$ cat config.mk
export PLATFORM = sky130hd
export DESIGN_NAME = control_sequencer
export DESIGN_NICKNAME = d
export VERILOG_FILES = /design/src/rtl/cpu_ctrl_pkg.sv /design/src/rtl/reg_select_decoder.sv /design/src/rtl/control_sequencer.sv
export SDC_FILE = /design/constraint.sdc
export NUM_CORES = 1
export LEC_CHECK = 0
export CELL_PAD_IN_SITES_DETAIL_PLACEMENT = 1
export CELL_PAD_IN_SITES_GLOBAL_PLACEMENT = 2
export CORE_MARGIN = 4
export CORE_UTILIZATION = 15
export CTS_BUF_LIST = sky130_fd_sc_hd__clkbuf_4
export CTS_CLUSTER_SIZE = 10
export DETAILED_ROUTE_END_ITERATION = 10
export PLACE_DENSITY_LB_ADDON = 0.1
export SLEW_MARGIN = 40
export SYNTH_ARGS = -nofsm -noshare
export SYNTH_HDL_FRONTEND = slang
export SYNTH_HIERARCHICAL = 1
export SYNTH_SLANG_ARGS = --single-unit
$ cat constraint.sdc
create_clock -name Clock -period 3 [get_ports Clock]
set_clock_uncertainty 0.1 [all_clocks]
set_input_delay 0.3 -clock Clock [delete_from_list [all_inputs] [get_ports Clock]]
set_output_delay 0.3 -clock Clock [all_outputs]
set_load 0.02 [all_outputs]
$ cat src/rtl/cpu_ctrl_pkg.sv
// rtl/cpu_ctrl_pkg.sv - shared types, opcodes and IR field positions for the control sequencer
package cpu_ctrl_pkg;

    typedef enum logic [3:0] {
        ST_RESET = 4'd0,
        ST_T0    = 4'd1,
        ST_T1    = 4'd2,
        ST_T2    = 4'd3,
        ST_T3    = 4'd4,
        ST_T4    = 4'd5,
        ST_T5    = 4'd6,
        ST_T6    = 4'd7,
        ST_HALT  = 4'd8
    } state_t;

    typedef enum logic [3:0] {
        ALU_NOP  = 4'd0,
        ALU_ADD  = 4'd1,
        ALU_SUB  = 4'd2,
        ALU_SHR  = 4'd3,
        ALU_SHRA = 4'd4,
        ALU_SHL  = 4'd5,
        ALU_ROR  = 4'd6,
        ALU_ROL  = 4'd7,
        ALU_AND  = 4'd8,
        ALU_OR   = 4'd9,
        ALU_MUL  = 4'd10,
        ALU_INC  = 4'd11
    } alu_op_t;

    localparam logic [4:0] OP_ADD  = 5'b00011;
    localparam logic [4:0] OP_SUB  = 5'b00100;
    localparam logic [4:0] OP_SHR  = 5'b00101;
    localparam logic [4:0] OP_SHRA = 5'b00110;
    localparam logic [4:0] OP_SHL  = 5'b00111;
    localparam logic [4:0] OP_ROR  = 5'b01000;
    localparam logic [4:0] OP_AND  = 5'b01001;
    localparam logic [4:0] OP_OR   = 5'b01010;
    localparam logic [4:0] OP_ROL  = 5'b01011;
    localparam logic [4:0] OP_MUL  = 5'b01111;
    localparam logic [4:0] OP_NOP  = 5'b11010;
    localparam logic [4:0] OP_HALT = 5'b11011;

    localparam int OPC_MSB = 31;
    localparam int OPC_LSB = 27;
    localparam int RA_MSB  = 26;
    localparam int RA_LSB  = 23;
    localparam int RB_MSB  = 22;
    localparam int RB_LSB  = 19;
    localparam int RC_MSB  = 18;
    localparam int RC_LSB  = 15;

    // Register-register ALU opcodes only; MUL is sequenced separately.
    function automatic alu_op_t alu_of_opcode(input logic [4:0] opc);
        case (opc)
            OP_ADD:  return ALU_ADD;
            OP_SUB:  return ALU_SUB;
            OP_SHR:  return ALU_SHR;
            OP_SHRA: return ALU_SHRA;
            OP_SHL:  return ALU_SHL;
            OP_ROR:  return ALU_ROR;
            OP_AND:  return ALU_AND;
            OP_OR:   return ALU_OR;
            OP_ROL:  return ALU_ROL;
            default: return ALU_NOP;
        endcase
    endfunction

endpackage

$ cat src/rtl/reg_select_decoder.sv
// rtl/reg_select_decoder.sv - 4-bit register index plus enable to one-hot select
module reg_select_decoder #(
    parameter int NUM_REGS = 16
) (
    input  logic [3:0]          idx,
    input  logic                en,
    output logic [NUM_REGS-1:0] onehot
);

    assign onehot = en ? ({{(NUM_REGS-1){1'b0}}, 1'b1} << idx) : '0;

endmodule

$ cat src/rtl/control_sequencer.sv
// rtl/control_sequencer.sv - hardwired fetch/decode/execute sequencer driving datapath strobes
module control_sequencer
    import cpu_ctrl_pkg::*;
#(
    parameter int NUM_REGS = 16,
    parameter int IR_W     = 32
) (
    input  logic                Clock,
    input  logic                Resetn,
    input  logic [IR_W-1:0]     IR,
    input  logic                Stop,
    output logic [NUM_REGS-1:0] Rin,
    output logic [NUM_REGS-1:0] Rout,
    output logic                PCout,
    output logic                PCin,
    output logic                IncPC,
    output logic                MARin,
    output logic                Read,
    output logic                MDRin,
    output logic                MDRout,
    output logic                IRin,
    output logic                Yin,
    output logic                Zin,
    output logic                ZLOout,
    output logic                ZHIout,
    output logic                LOin,
    output logic                HIin,
    output alu_op_t             ALU_op,
    output logic                Run,
    output logic                Illegal,
    output logic [3:0]          State
);

    state_t     state, state_nxt;
    logic [4:0] opc;
    logic [3:0] ra, rb, rc;
    logic       op_alu, op_mul, op_halt, op_known, last_step;
    logic       rin_en, rout_en;
    logic [3:0] rin_idx, rout_idx;
    logic       unused_ir;

    assign opc       = IR[OPC_MSB:OPC_LSB];
    assign ra        = IR[RA_MSB:RA_LSB];
    assign rb        = IR[RB_MSB:RB_LSB];
    assign rc        = IR[RC_MSB:RC_LSB];
    assign unused_ir = ^IR[RC_LSB-1:0];

    assign op_alu   = (alu_of_opcode(opc) != ALU_NOP);
    assign op_mul   = (opc == OP_MUL);
    assign op_halt  = (opc == OP_HALT);
    assign op_known = op_alu | op_mul | op_halt | (opc == OP_NOP);

    always_ff @(posedge Clock or negedge Resetn) begin
        if (!Resetn) state <= ST_RESET;
        else         state <= state_nxt;
    end

    always_ff @(posedge Clock or negedge Resetn) begin
        if (!Resetn)                           Illegal <= 1'b0;
        else if (state == ST_T3 && !op_known)  Illegal <= 1'b1;
    end

    always_comb begin
        state_nxt = state;
        last_step = 1'b0;
        case (state)
            ST_RESET: state_nxt = ST_T0;
            ST_T0:    state_nxt = ST_T1;
            ST_T1:    state_nxt = ST_T2;
            ST_T2:    state_nxt = ST_T3;
            ST_T3: begin
                if (op_halt)               state_nxt = ST_HALT;
                else if (op_alu || op_mul) state_nxt = ST_T4;
                else                       last_step = 1'b1;
            end
            ST_T4:    state_nxt = ST_T5;
            ST_T5: begin
                if (op_mul) state_nxt = ST_T6;
                else        last_step = 1'b1;
            end
            ST_T6:    last_step = 1'b1;
            ST_HALT:  state_nxt = ST_HALT;
            default:  state_nxt = ST_RESET;
        endcase
        // Stop only matters on the edge that ends an instruction.
        if (last_step) state_nxt = Stop ? ST_HALT : ST_T0;
    end

    always_comb begin
        {PCout, PCin, IncPC, MARin, Read, MDRin, MDRout, IRin} = '0;
        {Yin, Zin, ZLOout, ZHIout, LOin, HIin}                 = '0;
        ALU_op   = ALU_NOP;
        rin_en   = 1'b0;
        rin_idx  = ra;
        rout_en  = 1'b0;
        rout_idx = rb;
        Run      = (state != ST_RESET) && (state != ST_HALT);
        case (state)
            ST_T0: begin
                PCout = 1'b1; MARin = 1'b1; IncPC = 1'b1; Zin = 1'b1;
                ALU_op = ALU_INC;
            end
            ST_T1: begin
                ZLOout = 1'b1; PCin = 1'b1; Read = 1'b1; MDRin = 1'b1;
            end
            ST_T2: begin
                MDRout = 1'b1; IRin = 1'b1;
            end
            ST_T3: begin
                if (op_alu || op_mul) begin
                    rout_en = 1'b1; Yin = 1'b1;
                end
            end
            ST_T4: begin
                rout_en  = 1'b1;
                rout_idx = rc;
                Zin      = 1'b1;
                ALU_op   = op_mul ? ALU_MUL : alu_of_opcode(opc);
            end
            ST_T5: begin
                ZLOout = 1'b1;
                if (op_mul) LOin   = 1'b1;
                else        rin_en = 1'b1;
            end
            ST_T6: begin
                ZHIout = 1'b1; HIin = 1'b1;
            end
            default: ;
        endcase
    end

    assign State = state;

    reg_select_decoder #(.NUM_REGS(NUM_REGS)) u_rin_dec (
        .idx    (rin_idx),
        .en     (rin_en),
        .onehot (Rin)
    );

    reg_select_decoder #(.NUM_REGS(NUM_REGS)) u_rout_dec (
        .idx    (rout_idx),
        .en     (rout_en),
        .onehot (Rout)
    );

endmodule

==> results_dict.tcl <==
set metrics [dict create \
    whs_ps 189 \
    vias 1313 \
    worst-endpoint-required_ps 2600 \
    status "completed" \
    cts_buffers 3 \
    clock_path_buffers 2 \
    multi_input_area_um2 768 \
    intPower_uw 627 \
    grt_pass1_wl_mm 7.59 \
    setup.worst_path.start_class "input port" \
    die_width_um 89.8 \
    netlist_area_um2 1000 \
    fin_nets 264 \
    regToRegStartpoint "State[0]" \
    maxUsedRoutingLayer "met3" \
    cp_max_fo 2 \
    cts.clk_slew.worst_paths_ps 40 \
    n_antenna_cell 0 \
    ys_seq_area_frac 0.125 \
    drv_cap 0 \
    wl_met3_um 100 \
    regArea_um2 125 \
    hold_viol 0 \
    wl_mm 4.69 \
    final_layout_size_suffix_gt1_frac 0.252 \
    slew_violations 0 \
    gr-total-overflow 0 \
    synth_top_area_share 0.125 \
    numPortBuffers 75 \
    drtIter0Drc 37 \
    clkSinkCount 5 \
    n_fill_cell 797 \
    wl_per_cell_um 15.5 \
    cp.arrival_ps 2490 \
    grt_usage 0.111 \
    synth_cell_types 45 \
    synth_area_leaders "dfrtp_1 (12%), nor2_1 (11%), buf_4 (6.7%)" \
    critPathKind "input port to output port" \
    rows 29 \
    met2_length_mm 2.50 \
    antenna_found_initial 0 \
    dpl_cell_area_um2 1930 \
    power.switching_uw 577 \
    start_util 0.156 \
    htreeDepth 1 \
    combPwrFrac 0.824 \
    area_growth_pct 93.3 \
    die-height_um 89.8 \
    synth_area_per_cell_um2 7.32 \
    gp_congestion 0.724 \
    r2r_cells 6 \
    tritoncts "built" \
    grt_pass1_vias 1422 \
    p_leak_nw 0.998 \
    power_mw 1.20 \
    p_seq_frac 0.105 \
    fin_crit_sh 0.963 \
    syn_nets 174 \
    worstMarginPinSlew_ps 371 \
    viasPerCell 4.33 \
    clock-root-buffer "clkbuf_4" \
    finalSetupViolations 0 \
    ys_warn_count 6 \
    drcViolationCount 0 \
    grt_max_degree 15 \
    layout_commonest_cell "clkdlybuf4s50_1" \
    wl_met1_mm 2.09 \
    finalSetupTns_ps 0 \
    relSlewSlack 0.751 \
    period_needed_ps 2890 \
    boundaryPins 91 \
    cts.hold.buffers_added 0 \
    timing.rr.end "State[2]" \
    die-area_um2 8060 \
    insertion_delay_ps 230 \
    rsz0062_at_grt "false" \
    core-area_um2 6420 \
    final_cell_mix "clkdlybuf4s50_1 (40), nor2_1 (29), buf_4 (22)" \
    reg2reg_slack_ps 1100 \
    max_freq_ghz 0.346 \
    yosys.area.top_type "dfrtp_1" \
    hold_class "input port to asynchronous set/reset pin" \
    peakVddDrop_mv 0.286 \
    fin_util 0.302 \
    synth-seq-cells 5 \
    drtPass1Iterations 4 \
    p_sw_frac 0.479 \
    p_per_area_nw_per_um2 620 \
    post-route-cell-area_um2 1940 \
    dp_hpwl_mm 4.11 \
    pwr-share-clk 0.071 \
    syn_inst 137 \
    cp-end-kind "output port" \
    antenna_left 0 \
]
## final cells by class
type | instances | share of cell area
clock buffer | 4 | 0.0155
inverter | 6 | 0.0116
timing repair buffer | 97 | 0.463
multi-input combinational | 114 | 0.396
tap | 77 | 0.0497
sequential | 5 | 0.0645
## layer usage
layer	track usage	vias up
met3	0.0125	0
met2	0.216	21
met4	0.00766	0
met1	0.136	637
met5	0	-
li1	-	655
## sequential cells by signal (all words and copies together) (netlist names)
register / count
Illegal: 1
State: 4
## power by group through the flow
stage | Sequential [mW] | Combinational (mW) | Clock (mW)
floorplan | 0.164 | 0.551 | 0
global placement | 0.128 | 1.01 | 0
detailed placement | 0.127 | 1.02 | 0
CTS | 0.127 | 1.01 | 0.0887
global route | 0.130 | 1.06 | 0.0962
finish | 0.127 | 0.992 | 0.0849
## repair_timing
action / in CTS / in global routing
buffers inserted: 0 / 0
endpoints found under the setup margin: 24 / 18
gates resized for setup: 24 / 24
## synth_stat cells (all sizes together)
| cell | instances |
|---|---|
| a221oi | 1 |
| inv | 6 |
| a21boi | 1 |
| dfrtp | 5 |
| or3 | 2 |
| a211oi | 1 |
| a21oi | 3 |
| o31a | 1 |
| o21ai | 5 |
| o21a | 1 |
| nor3b | 2 |
| a311oi | 2 |
| nand2 | 5 |
| nand2b | 5 |
| or4b | 1 |
| ha | 2 |
| nand3 | 4 |
| mux2 | 4 |
| and2 | 2 |
| mux2i | 1 |
| nor2b | 2 |
| nor3 | 14 |
| xnor2 | 1 |
| nand4b | 2 |
| a2111o | 1 |
| and4bb | 1 |
| a31oi | 3 |
| nor4b | 2 |
| or2b | 2 |
| nand3b | 5 |
| buf | 12 |
| nor4 | 1 |
| or3b | 2 |
| or2 | 3 |
| nor2 | 32 |
## logic make-up (layout without fill, tap and decap cells)
family / Yosys count / count (layout) / synth area share
AOI/OAI and AO/OA: 19 / 19 / 0.146
xor gates and xnor gates: 1 / 1 / 0.00873
adders and majority gates: 2 / 2 / 0.0249
buffers and inverters: 18 / 107 / 0.110
DFF: 5 / 5 / 0.125
muxes: 5 / 5 / 0.0549
and+or+nand+nor: 87 / 87 / 0.531
## metrics by stage
step                      cells  setup slack, ps
after detailed placement    299            -21.7
after floorplan             137              225
after CTS                   303             15.6
after global routing        303             1.70
after global placement      299             2.82
final                       303              110
## worst max-delay path: stages
cell	delay, ps
clkdlybuf4s50_1	450
buf_4	160
ha_1	260
nor2b_1	150
a2111o_1	390
a21boi_1	150
clkdlybuf4s50_1	630
## how the worst max path moves through the flow
stage | slack (ps) | from | end
3_3_place_gp | 3 | IR[27] | Rout[0]
3_5_place_dp | -20 | IR[28] | ALU_op[1]
6_report | 110 | IR[28] | ALU_op[3]
4_1_cts | 20 | State[0] | Rin[7]
5_1_grt | 2 | State[0] | Rout[5]
2_1_floorplan | 220 | State[0] | Rout[8]
Power figures use the tool's default switching activity.
==> patch: new RTL, same flow settings <==
Reset style: synchronous (`Resetn`), changed in 2 clocked blocks.
--- a/src/rtl/control_sequencer.sv
+++ b/src/rtl/control_sequencer.sv
@@ -50,12 +50,12 @@
     assign op_halt  = (opc == OP_HALT);
     assign op_known = op_alu | op_mul | op_halt | (opc == OP_NOP);
 
-    always_ff @(posedge Clock or negedge Resetn) begin
+    always_ff @(posedge Clock) begin
         if (!Resetn) state <= ST_RESET;
         else         state <= state_nxt;
     end
 
-    always_ff @(posedge Clock or negedge Resetn) begin
+    always_ff @(posedge Clock) begin
         if (!Resetn)                           Illegal <= 1'b0;
         else if (state == ST_T3 && !op_known)  Illegal <= 1'b1;
     end
Check against the original RTL: differs if Resetn is asserted again (counterexample within 4 cycles, from zero or initial values and one cycle with Resetn low); with Resetn held inactive, the same outputs for 10 cycles.
==> patch against the original RTL <==
  * Synthesized cell count up 12%
  * Worst setup slack better by 0.092 ns
  * Design area up 0.77%
  * Sequential share of layout area down 1.3 points
  * Wire length down 9.8%
  * Area after synthesis up 1.4%
  * Hold slack better by 0.18 ns
  * Die area up 1.3%
  * Sequential cell count unchanged
Power is not compared: it rests on default switching activity, and its combinational part moved more than twofold at a synthesized area within 25%.
==> patch: results (changes against the original RTL) <==
Non-Filler Instances 312 (+3.0%); row count 29 (unchanged); Synth area leaders nor2_1, dfxtp_1, nand2_1, nor3_1, buf_4; status finished, final reports clean; Seq/Total Area, Yosys 0.0984 (-0.0263); Final nets 273 (+3.4%); nonclk buf count 90 (-7.2%); Max Clk Rate 0.357 GHz (+3.3%); FF+latch area 101 µm² (-19%); Initial Utilization 0.157 (+0.00125); worst hold path type reg2reg; DR WL met2 1940 µm (-22%); Iteration-0 DRC Markers 26 (-30%); Pre-Repair DR Iteration Count 3 (-1); Non-clock buffer share 0.458 (-0.00483); global-route wire length before repair 7230 µm (-4.7%); DPL Wire Length 3630 µm (-12%); FFs w/ async S/R, synth 0 (-1.00); Via density 4.26 (-1.8%); FF-to-FF setup slack 1.45 ns (+0.35 ns); invs w/o clock 5 (-1); multi-input combinational area share 0.416 (+0.0200); vias in the first global route 1445 (+1.6%); GPL Wtd Cong 0.770 (+6.2%); GR Util met2 0.186 (-0.0295); Post-Syn Nets 191 (+9.8%); DP Worst Slack -0.0153 ns (+0.00635 ns); Synth Area per Inst 6.61 µm² (-9.8%); Min Hold Slack 0.368 ns (+0.178 ns); synth cell count leaders nor2_1, nand2_1, nor3_1; top_reg_cell synth dfxtp_1; R2R cell count 5 (-1); area delta synth->final 92.1%; grt met3 use 0.0308 (+0.0183); total track usage 0.102 (-0.00901); area post-placement 1880 µm² (-2.4%); cts repair resizes 4 (-83%); layout cells sized above 1 0.166 (-0.0863); Clock Pin Slew Worst Setup and Hold Paths 0.04 ns (about the same); post-synthesis cell type count 42 (-6.7%); reg2reg start State[0]; worst slew pin tran 0.318 ns (-0.0529 ns); Worst Path Arrival 2.40 ns (-0.09 ns); grt met1 use 0.122 (-0.0140); clock share of power 0.195; WL met3 266 µm (+170%); Clock-cell share 0.0154 (-0.000119); Top Metal Used met4; layout filler cell count 802 (+0.63%); Routed met1 length 2020 µm (-3.4%); peak supply drop 307 µV; multi-input logic cell count 131 (+15%)
patch: worst max-delay path by stage:
stage	depth (start not counted)	endpoint	slack, ns	startpoint
after detailed placement	8	Rin[0]	-0.02	IR[27]
final	9	ALU_op[2]	0.20	IR[27]
after global placement	8	Rin[0]	0.02	IR[27]
after CTS	8	Rin[8]	0.0002	IR[27]
after floorplan	5	Rin[8]	0.71	State[1]
after global routing	9	Rin[11]	0.01	IR[27]
patch: kinds of logic after synthesis:
| group | Yosys count | synth area share |
|---|---|---|
| fa+ha+maj | 2 | 0.0246 |
| mux | 1 | 0.00984 |
| xor+xnor | 2 | 0.0172 |
| buf+inv | 18 | 0.112 |
| flops | 5 | 0.0984 |
| simple gates | 100 | 0.544 |
| compound gates | 26 | 0.194 |
patch: worst max-delay path: cells and delay by family:
| kind | cells | cell delay, ns |
|---|---|---|
| adders and majority gates | 1 | 0.28 |
| AOI/OAI and AO/OA | 1 | 0.07 |
| buffers and inverters | 4 | 1.30 |
| and+or+nand+nor | 3 | 0.44 |
